==> src/rtl/alu_fun_arbiter.sv <==
`default_nettype none
// ============================================================================
// Module      : alu_fun_arbiter
// Description : Round-robin issuer driving the ALU_FUN select for four
//               requesters, with result-valid / timeout completion and Ack.
// Revision    : 1.0 - initial release
// ============================================================================
module alu_fun_arbiter #(
    parameter int TIMEOUT = 15
) (
    input  logic       CLK,
    input  logic       RST,
    input  logic [3:0] Req,
    input  logic       ALU_OUT_VALID,
    output logic [1:0] ALU_FUN,
    output logic       ALU_Issue,
    output logic [3:0] Grant,
    output logic [3:0] Ack,
    output logic       Timeout_Err,
    output logic       Busy
);

    localparam logic [7:0] C_TIMEOUT = 8'(TIMEOUT);

    typedef enum logic [1:0] {
        ST_IDLE  = 2'd0,
        ST_ISSUE = 2'd1,
        ST_WAIT  = 2'd2,
        ST_DONE  = 2'd3
    } state_t;

    state_t     state_q, state_d;
    logic [1:0] fun_q, fun_d;
    logic       issue_q, issue_d;
    logic [3:0] grant_q, grant_d;
    logic [3:0] ack_q, ack_d;
    logic       terr_q, terr_d;
    logic       busy_q, busy_d;
    logic [7:0] cnt_q, cnt_d;
    logic [1:0] last_q, last_d;

    logic       win_found;
    logic [1:0] win_idx;
    logic [7:0] cnt_inc;

    assign cnt_inc = cnt_q + 8'd1;

    // Search starts one past the last-served requester and wraps modulo 4.
    always_comb begin
        logic [1:0] cand;
        win_found = 1'b0;
        win_idx   = 2'd0;
        cand      = 2'd0;
        for (int i = 1; i <= 4; i++) begin
            cand = last_q + 2'(i);
            if (!win_found && Req[cand]) begin
                win_found = 1'b1;
                win_idx   = cand;
            end
        end
    end

    always_comb begin
        state_d = state_q;
        fun_d   = fun_q;
        issue_d = issue_q;
        grant_d = grant_q;
        ack_d   = ack_q;
        terr_d  = terr_q;
        busy_d  = busy_q;
        cnt_d   = cnt_q;
        last_d  = last_q;
        case (state_q)
            ST_IDLE: begin
                if (win_found) begin
                    state_d = ST_ISSUE;
                    grant_d = 4'b0001 << win_idx;
                    fun_d   = win_idx;
                    issue_d = 1'b1;
                    busy_d  = 1'b1;
                end
            end
            ST_ISSUE: begin
                issue_d = 1'b0;
                cnt_d   = 8'd0;
                state_d = ST_WAIT;
            end
            ST_WAIT: begin
                // A valid on the same edge as the timeout takes precedence.
                if (ALU_OUT_VALID) begin
                    state_d = ST_DONE;
                    ack_d   = grant_q;
                    terr_d  = 1'b0;
                end else begin
                    cnt_d = cnt_inc;
                    if (cnt_inc == C_TIMEOUT) begin
                        state_d = ST_DONE;
                        ack_d   = grant_q;
                        terr_d  = 1'b1;
                    end
                end
            end
            ST_DONE: begin
                grant_d = 4'd0;
                ack_d   = 4'd0;
                busy_d  = 1'b0;
                terr_d  = 1'b0;
                last_d  = fun_q;
                state_d = ST_IDLE;
            end
            default: begin
                state_d = ST_IDLE;
            end
        endcase
    end

    always_ff @(posedge CLK or posedge RST) begin
        if (RST) begin
            state_q <= ST_IDLE;
            fun_q   <= 2'd0;
            issue_q <= 1'b0;
            grant_q <= 4'd0;
            ack_q   <= 4'd0;
            terr_q  <= 1'b0;
            busy_q  <= 1'b0;
            cnt_q   <= 8'd0;
            last_q  <= 2'd3;
        end else begin
            state_q <= state_d;
            fun_q   <= fun_d;
            issue_q <= issue_d;
            grant_q <= grant_d;
            ack_q   <= ack_d;
            terr_q  <= terr_d;
            busy_q  <= busy_d;
            cnt_q   <= cnt_d;
            last_q  <= last_d;
        end
    end

    assign ALU_FUN     = fun_q;
    assign ALU_Issue   = issue_q;
    assign Grant       = grant_q;
    assign Ack         = ack_q;
    assign Timeout_Err = terr_q;
    assign Busy        = busy_q;

endmodule
`default_nettype wire
==> config.mk <==
export PLATFORM = sky130hd
export DESIGN_NAME = alu_fun_arbiter
export DESIGN_NICKNAME = d
export VERILOG_FILES = /design/src/rtl/alu_fun_arbiter.sv
export SDC_FILE = /design/constraint.sdc
export NUM_CORES = 1
export LEC_CHECK = 0
export ABC_AREA = 1
export BUFFER_PORTS_ARGS = -buffer_cell sky130_fd_sc_hd__buf_4
export CAP_MARGIN = 20
export CELL_PAD_IN_SITES_DETAIL_PLACEMENT = 0
export CELL_PAD_IN_SITES_GLOBAL_PLACEMENT = 1
export CORE_MARGIN = 2
export CORE_UTILIZATION = 42
export DETAILED_ROUTE_END_ITERATION = 12
export GPL_TIMING_DRIVEN = 0
export PLACE_DENSITY_LB_ADDON = 0.3
export SLEW_MARGIN = 5
export SYNTH_ARGS = -nofsm -noshare
export SYNTH_HDL_FRONTEND = slang
export SYNTH_SLANG_ARGS = --single-unit
==> constraint.sdc <==
create_clock -name CLK -period 1.9 [get_ports CLK]
set_input_delay 0.475 -clock CLK [delete_from_list [all_inputs] [get_ports CLK]]
set_output_delay 0.475 -clock CLK [all_outputs]
set_load 0.05 [all_outputs]
==> impl_results.md, run 1 <==
* Crit path kind: register to register
* DIE WIDTH at 66.9 microns
* Syn Nets at 230
* Most frequent cell after synthesis: nand2_1
* I/O Buffers at 19
* Starting density of the core at between 40% and 50%
* Largest net degree at the start of global routing at 26
* Seq/Total Area, Yosys at 37.8%
* R2r startpoint: cnt_q[1]
* Reg2reg setup slack at 210 ps
* Critical Path End: Ack[3]
* Max FO, Critical Path at 9
* Pwr Density at between 1500 and 2000 nW/um^2
* Crit path from: cnt_q[1]
* Top layer in use: met4
* Post-Syn Instances at 216
* Met2 routed WL at 1.44 mm
* Period Utilization, post-route at 88.7%
* Post-CTS setup buffer count at 0
* Synth async-reset ratio at 100%
* Die Span Y at 66.9 microns
* Sequential power share at 26.4%
* Comb power frac at 63.7%
* Most frequent cells after synthesis: nand2_1, dfrtp_1, inv_1
* Syn Area/Cell at 7.69 sq um
* Switching part of the total at 52.8%
* Critical Path Most Common Cell: nand2_1
* Vias in the first global route at 1296
* Pre-Repair DR Iteration Count at 4
* Rel. slew slack at 83.2%
* CTS max path bufs at 2
* Tightest Hold Check Type: primary input to asynchronous set/reset pin
* Fin. Hold Viols at 0
* ANT cells at 0
* Worst-Margin Slew at roughly 250 ps
* Main flop type after synthesis: dfrtp_1
* Layout cell share with drive strength beyond 1 at roughly 28%
* WL met1 at 1.54 mm
* Switch Pwr at 1.72 mW
* DR WL/cell at 10.9 microns
* First-pass GRT wire length at 5.47 mm
* Startpoint types: register
* Final slew viol count at 0
* Post-synthesis cell type count at 25
* Clk sinks at 25
* Min Tclk post-route at 1690 ps
* DRT iter0 DRCs at 63
* CP Cell Sequence: ha_1 > nand3_1 > o21ai_1 > nand2_1 > nor2_1 > nand3_2 > nand2_4 > nand2_2 > nand2_1 > nand2_1
* Row cnt at 22
* Final setup fails at 0
* Worst R2R End: Ack[3]
* Gp weighted congestion at roughly 0.8
* Post-synth top area cell: dfrtp_1
* CP max-delay cell: dfrtp_1
* Critical Path Sink Type: register
* Root buf cell: clkbuf_8
* Routed via count at 1364
* Met3 wire len at 123 microns
* Clock power share at 9.9%
* Overflow after GRT at 0
* Lkg Pwr at approximately 1.0 nW
* CP required at 2070 ps
* # IOs at 20
* FMAX at 0.593 GHz
* Number of antenna violations at the first check in global routing at 0
* Area growth syn-to-layout at 17.2%
* Fin nets at 255
* CORE AREA at 3740 sq um
* Setup TNS at 0 ps
* Hpwl dp at 2.42 mm
* Final core utilization at ~52%
* Clock Skews at between 3 and 4 ps
* Max Cap Violations at 0
* Routed WL at 3.13 mm
* TritonCTS buffer count at 3
* Peak supply drop at 0.000695 V
* Htree depth at 1
* Antenna-violating nets left at 0
* Cell Area, Synth at between 1500 and 2000 sq um
* Yosys reg bits at 25
* Synth top area share at 34.6%
* RSZ-0062 raised after global routing: no
* P_int at 1.54 mW
* Die Footprint at 4480 sq um
* Clock transition at the registers of the reported paths at 90 ps
* Worst-Skew Late Latency at 270 ps
* Top cells by area, synth: dfrtp_1, nand2_1, nand2_4, ha_1, nand3_1
* WP data arrival at 1860 ps
* Outcome: completed
* CP max stage delay at 410 ps
* DRC Markers at 0
* Cts hold-fix bufs at 0
* Via-to-Cell Ratio at 4.74
* Number of synthesized flops with an enable pin at 0
* CTS tree: done
* GRT Util Overall at 16.1%
* Yosys Warn Count at 0
* Depth of the worst register-to-register path at 10
## worst min-delay path by stage
stage / start / to / slack, ps / depth (start not counted)
after CTS: RST / cnt_q[7] / 460 / 2
after global placement: Ack[1] / Ack[1] / 460 / 2
final: RST / cnt_q[7] / 100 / 2
after floorplan: state_q[1] / state_q[1] / 490 / 2
after detailed placement: Ack[2] / Ack[2] / 460 / 2
after global routing: RST / cnt_q[7] / 110 / 2
## state kept, by name (all words and copies together), names as in the netlist, 2 cells and up
name	flops
Ack	4
state_q	2
ALU_FUN	2
cnt_q	8
last_q	2
Grant	4
## repair_timing
item	4_1_cts	5_1_grt
hold endpoints to repair	0	0
cloned	0	0
gates resized for setup	1	2
endpoints found under the setup margin	4	3
## logic make-up (layout without fill, tap and decap cells)
logic type	Yosys count	count (layout)	share of synthesized area (%)
DFF	25	25	37.8
and+or+nand+nor	136	136	43.2
xor gates and xnor gates	1	1	0.527
adders and majority gates	7	7	5.27
AOI/OAI and AO/OA	17	17	5.50
buffers and inverters	30	54	7.68
## worst max-delay path: cells and delay by family, from the launching register on
kind                       cells  cell delay (ps)
AOI/OAI and AO/OA              1              160
and+or+nand+nor                8              800
adders and majority gates      1              210
DFF                            1              410
## layer usage
metal	track usage (%)	vias up
met5	0	-
met4	6.89	0
met3	2.87	3
met2	27.0	20
met1	20.2	613
li1	-	728
## cell usage in the layout (no fill, tap or decap)
| cell | n |
|---|---|
| nor2_8 | 1 |
| buf_6 | 1 |
| nor2_2 | 2 |
| nor2_1 | 5 |
| ha_1 | 7 |
| xnor2_1 | 1 |
| buf_4 | 19 |
| nand4_1 | 3 |
| nand2_2 | 12 |
| inv_2 | 7 |
| nand3b_1 | 4 |
| nand2_1 | 75 |
| clkinv_2 | 1 |
| or2_2 | 2 |
| o21ai_1 | 5 |
| dfstp_2 | 2 |
| nor2_4 | 1 |
| inv_1 | 21 |
| nand3_4 | 1 |
| dfrtp_1 | 23 |
| nand3_1 | 17 |
| o21ai_0 | 8 |
| nand3_2 | 2 |
| o22ai_1 | 3 |
| clkbuf_8 | 3 |
| o31ai_1 | 1 |
| buf_16 | 1 |
| nand2_4 | 10 |
| inv_8 | 1 |
| nand4_2 | 1 |
## power by group through the flow
stage / sequential, mW / clock, mW / combinational (mW)
2_1_floorplan: 1.20 / 0 / 1.31
3_3_place_gp: 0.871 / 0 / 2.07
3_5_place_dp: 0.872 / 0 / 2.09
4_1_cts: 0.863 / 0.330 / 2.09
5_1_grt: 0.891 / 0.352 / 2.31
6_report: 0.861 / 0.323 / 2.07
## layout make-up
| cell class | instances | area, sq um |
|---|---|---|
| Timing Repair Buffer | 20 | 170 |
| Sequential cell | 25 | 628 |
| Multi-Input combinational cell | 161 | 916 |
| Tap cell | 48 | 60.1 |
| Buffer | 1 | 11.3 |
| Inverter | 29 | 116 |
| Clock buffer | 3 | 41.3 |
| Clock inverter | 1 | 5.00 |
| Fill cell | 388 | 1800 |
## per-stage QoR
step                      setup WS [ps]  hold WS [ps]  instance area [sq um]  std cells  total power, mW
after floorplan                     305           490                   1660        216             2.51
after global placement            -70.6           458                   1860        283             2.94
after detailed placement          -97.6           460                   1860        283             2.96
after CTS                          60.0           457                   1910        287             3.29
after global routing               15.2           108                   1950        288             3.56
final                               214           102                   1950        288             3.26
Power figures use the tool's default switching activity.
==> run 2: changes to the inputs <==
- clock period: 1.9 -> 1.7 ns (I/O delays scaled with it)
==> run 2 against run 1 <==
  * Sequential share of layout area fell by 3.0 points
  * Maximum frequency increased by 3.2%
  * Flip-flop and latch count stayed put
  * Die area did not move
  * Critical path depth up 2
  * Non-clock buffer count increased by 11
  * Wire length rose by 11%
  * Clock power is 12% higher
  * Final area rose by 10%
  * Largest power group unchanged
==> impl_results.md, run 2 (same netlist as run 1, synthesis figures left out) <==
* Multi-input logic area at about 1000 sq um
* Fin nets at 266
* Sequential power share at 24.4%
* Clock power share at under 10%
* Comb power frac at 66.6%
* Crit path from: last_q[0]
* GRT met3 Usage at 2.87%
* Peak supply drop at a little under 0.0008 V
* Met1 Usage GRT at 20.3%
* R2r startpoint: last_q[0]
* Largest Register: cnt_q
* Clock transition at the registers of the reported paths at 90 ps
* Placed Cells at 283
* Max Cap Violations at 0
* DRT iter0 DRCs at 86
* Worst-Margin Slew at around 330 ps
* Outcome: completed
* Via-to-Cell Ratio at 4.83
* First-pass GRT wire length at around 5.5 mm
* Area growth syn-to-layout at 29.2%
* Clk sinks at 25
* Fin. Hold Viols at 0
* Worst-Skew Late Latency at 270 ps
* Root buf cell: clkbuf_8
* TritonCTS buffer count at 3
* Htree depth at 1
* Routed WL at ~3.5 mm
* Row cnt at 22
* Period Utilization, post-route at 96.1%
* Overflow after GRT at 0
* Vias in the first global route at between 1000 and 1500
* Lkg Pwr at 1.09 nW
* Antenna-violating nets left at 0
* DR WL/cell at roughly 12 microns
* I/O Buffers at 19
* Starting density of the core at 44.4%
* Die Span Y at between 60 and 70 microns
* Tightest Hold Check Type: primary input to asynchronous set/reset pin
* FMAX at around 0.61 GHz
* Depth of the worst register-to-register path at 12
* Gp weighted congestion at 0.813
* Design Area, Final at 2150 sq um
* Rel. slew slack at ~78%
* DIE WIDTH at 66.9 microns
* Routed via count at 1443
* Most frequent cells in the layout: nand2_1, buf_4, dfrtp_1, inv_1, nand2_2
* Critical Path End: ALU_Issue
* Grt peak-use layer: met2
* Switching part of the total at 52.1%
* Hpwl dp at 2.42 mm
* P_int at 1.93 mW
* Startpoint types: register
* Pre-Repair DR Iteration Count at 4
* Final slew viol count at 0
* Met2 usage at 27.0%
* CORE AREA at 3740 sq um
* Clock Skews at around 1.6 ps
* Pwr Density at 1880 nW/um^2
* Crit path kind: register to register
* Final setup fails at 0
* Number of antenna violations at the first check in global routing at 0
* WP data arrival at 1810 ps
* CTS tree: done
* Layout cell share with drive strength beyond 1 at 37.5%
* Worst R2R End: ALU_Issue
* # IOs at 20
* Critical Path Sink Type: register
* Post-route total power at 4.03 mW
* GRT Util Overall at 16.1%
* Placed instance area at 1860 sq um
* Min Tclk post-route at 1630 ps
* Number of flip-flops in the largest register at 8
* DRC Markers at 0
* CP required at 1870 ps
* Storage element area at between 600 and 700 sq um
* Switch Pwr at 2.10 mW
* ANT cells at 0
* Reg2reg setup slack at 70 ps
* CTS max path bufs at 2
* Layout fillers at 369
* Die Footprint at 4480 sq um
* RSZ-0062 raised after global routing: yes
* Commonest non-fill, non-tap cell in the layout: nand2_1
* Max FO, Critical Path at 10
* Finished Layout Cells at between 200 and 300
* Largest net degree at the start of global routing at 26
[run 2: worst min-delay path by stage]
stage                 from          to  depth (start not counted)
finish                 RST    cnt_q[7]                          2
global route           RST    cnt_q[7]                          2
CTS                    RST    cnt_q[7]                          2
detailed placement  Ack[2]      Ack[2]                          2
global placement    Ack[1]      Ack[1]                          2
floorplan              RST  ALU_FUN[0]                          1
[run 2: power groups by stage]
stage	Combinational (mW)	Sequential (mW)	Clock, mW
final	2.68	0.983	0.361
after global routing	2.94	1.01	0.395
after CTS	2.41	0.957	0.368
after detailed placement	2.33	0.974	0
after global placement	2.32	0.974	0
after floorplan	1.46	1.34	0
[run 2: worst max-delay path, stage by stage (launching register included)]
cell and delay, ps:
dfstp_2 550, buf_8 140, inv_8 60, nand2_4 60
nand2_2 60, nand2_2 80, nand2_4 60, nor2_8 140
nand3_4 110, nand2_8 100, inv_2 40, o21ai_2 90
inv_1 50
[run 2: layout make-up]
cell class / instances / area share (%)
Multi-Input combinational cell: 161 / 47.1
Timing Repair Buffer: 31 / 12.3
Inverter: 29 / 5.71
Clock inverter: 1 / 0.233
Sequential cell: 25 / 29.3
Buffer: 1 / 0.699
Clock buffer: 3 / 1.92
Tap cell: 48 / 2.80
[run 2: what timing repair did]
action | in CTS | in global routing
hold buffers | 0 | 0
setup buffers | 1 | 10
endpoints found under the setup margin | 11 | 19
pin swaps | 0 | 12
resized for setup | 4 | 29
[run 2: layer usage]
metal,vias up,part of all wire (%)
met2,26,50
met3,3,3.8
met1,666,45
met4,0,0.86
met5,-,0
li1,748,-
[run 2: per-stage QoR]
stage               util [%]  worst slack (ps)  hold WS, ps  setup TNS, ps
finish                  57.4              66.0         51.7              0
global route            57.4             -43.7         56.3           -254
global placement        49.8              -271          458          -1430
CTS                     51.7             0.818          407              0
floorplan                  -               105          451              0
detailed placement      49.8              -298          460          -1650
==> run 3: changes to the inputs <==
- PLACE_DENSITY_LB_ADDON: 0.3 -> 0.1
==> run 3 against run 2 <==
  * Maximum frequency is 4.8% lower
  * Flip-flop and latch count unchanged
  * Largest cell class unchanged
  * The run now ends with setup timing left
  * Sequential share of layout area fell by 0.31 points
==> impl_results.md, run 3 (same netlist as run 1, synthesis figures left out) <==
* DRT iter0 DRCs at 61
* Die Span Y at between 60 and 70 microns
* Reg2reg setup slack at -20 ps
* Buf/Inv on CP at 3
* Htree depth at 1
* Fin. Hold Viols at 0
* Number of antenna violations at the first check in global routing at 0
* Peak supply drop at 0.000842 V
* Critical Path Most Common Cell: nand2_4
* Failing checks: setup timing
* DR WL/cell at 12.4 microns
* Lkg Pwr at approximately 1.1 nW
* Hpwl dp at roughly 2.6 mm
* Gp weighted congestion at 0.824
* # IOs at 20
* Layout cell share with drive strength beyond 1 at 40.1%
* Placed instance area at 1860 sq um
* CTS tree: done
* CP Cell Sequence: buf_8 > inv_8 > nand2_4 > nand2_4 > nand2_4 > nand2_4 > nor2_8 > nand3_4 > buf_4 > nand2_4 > nand2_1 > o21ai_1
* Root buf cell: clkbuf_8
* Routed via count at 1470
* Setup TNS at -36.8 ps
* Overflow after GRT at 0
* Post-route total power at 4.16 mW
* Number of flip-flops in the largest register at 8
* Routed WL at roughly 3.7 mm
* Outcome: complete, but fails checks
* Die Footprint at 4480 sq um
* Layout fillers at 361
* DRC Markers at 0
* Clock Skews at 11.6 ps
* Switching part of the total at 52.6%
* Via-to-Cell Ratio at 4.90
* Antenna-violating nets left at 0
* Min Tclk post-route at roughly 1700 ps
* I/O Buffers at 19
* Worst-Skew Late Latency at 280 ps
* First-pass GRT wire length at about 6.2 mm
* RSZ-0062 raised after global routing: yes
* Starting density of the core at 44.4%
* Final setup fails at 3
* P_int at 1.97 mW
* Area growth syn-to-layout at 31.1%
* Rel. slew slack at between 70 and 80%
* Crit path kind: register to register
* Startpoint types: register
* Largest net degree at the start of global routing at 26
* Cts hold-fix bufs at 0
* Clock transition at the registers of the reported paths at ~100 ps
* Worst-Margin Slew at 418 ps
* WP data arrival at 1910 ps
* ANT cells at 0
* Sequential power share at 24.2%
* CP max stage delay at 550 ps
* Pwr Density at around 1900 nW/um^2
* CP required at 1900 ps
* Switch Pwr at 2.19 mW
* Comb power frac at 66.9%
* Max Cap Violations at 0
* CTS max path bufs at 2
* Tightest Hold Check Type: primary input to asynchronous set/reset pin
* CP delay by family, top: simple AND/OR/NAND/NOR gates
* GRT Util Overall at approximately 18%
* Commonest non-fill, non-tap cell in the layout: nand2_1
* Clock power share at 8.9%
* Critical Path Sink Type: register
* CORE AREA at 3740 sq um
* Design Area, Final at ~2200 sq um
* Most frequent cells in the layout: nand2_1, buf_4, dfrtp_1, nand2_2, inv_1
* Pre-Repair DR Iteration Count at 4
* Largest Register: cnt_q
* CP max-delay cell: dfstp_2
* Vias in the first global route at 1390
* Fin nets at 267
* DIE WIDTH at 66.9 microns
* Period Utilization, post-route at 101%
* FMAX at just under 0.6 GHz
* Row cnt at 22
* Clk sinks at 25
* Max FO, Critical Path at 10
* Final slew viol count at 0
* TritonCTS buffer count at 3
* Worst Setup Slack, final at -16.8 ps
run 3: metrics by stage:
step                instances  worst slack, ps  utilization, %  hold WS (ps)
floorplan                 216              105               -           451
global placement          283             -257            49.8           457
detailed placement        283             -324            49.8           466
CTS                       287             2.83            51.4           398
global route              300             -131            58.2           134
finish                    300            -16.8            58.2           119
run 3: routing by layer:
metal | GRT usage (%) | share of wire, %
met1 | 23.8 | 47
met2 | 30.5 | 48
met3 | 2.53 | 3.4
met5 | 0 | 0
met4 | 4.85 | 1.4
run 3: path summary, 6_finish.rpt:
check,startpoint,endpoint,cells past startpoint
max in group asynchronous,RST,last_q[0],3
min in group CLK,ALU_OUT_VALID,Timeout_Err,4
max reg2reg,last_q[0],ALU_FUN[1],12
max,last_q[0],ALU_FUN[1],12
min reg2reg,Ack[0],Ack[0],2
min,RST,Timeout_Err,2
run 3: worst reg2reg max path, stage by stage, from the launching register on:
cell	delay, ps
dfstp_2	550
buf_8	130
inv_8	70
nand2_4	60
nand2_4	60
nand2_4	80
nand2_4	70
nor2_8	150
nand3_4	120
buf_4	170
nand2_4	70
nand2_1	50
o21ai_1	70
run 3: final cells by class:
cell class,count,area [sq um],area share (%)
buffer,1,15.0,0.689
clock buffer,3,41.3,1.90
clock inverter,1,7.51,0.345
inverter,29,121,5.57
multi-input combinational,163,1050,48.2
sequential,25,631,28.9
tap,48,60.1,2.76
timing repair buffer,30,253,11.6
run 3: power by group through the flow:
stage | Combinational (mW) | Sequential, mW | Clock [mW]
2_1_floorplan | 1.46 | 1.34 | 0
3_3_place_gp | 2.29 | 0.973 | 0
3_5_place_dp | 2.35 | 0.981 | 0
4_1_cts | 2.37 | 0.973 | 0.379
5_1_grt | 3.09 | 1.03 | 0.409
6_report | 2.78 | 1.01 | 0.371
run 3: what timing repair did:
item | 4_1_cts | 5_1_grt
setup buffers | 0 | 10
pin swaps | 0 | 15
setup endpoints to repair | 8 | 20
resized for setup | 3 | 37
cloned | 0 | 2
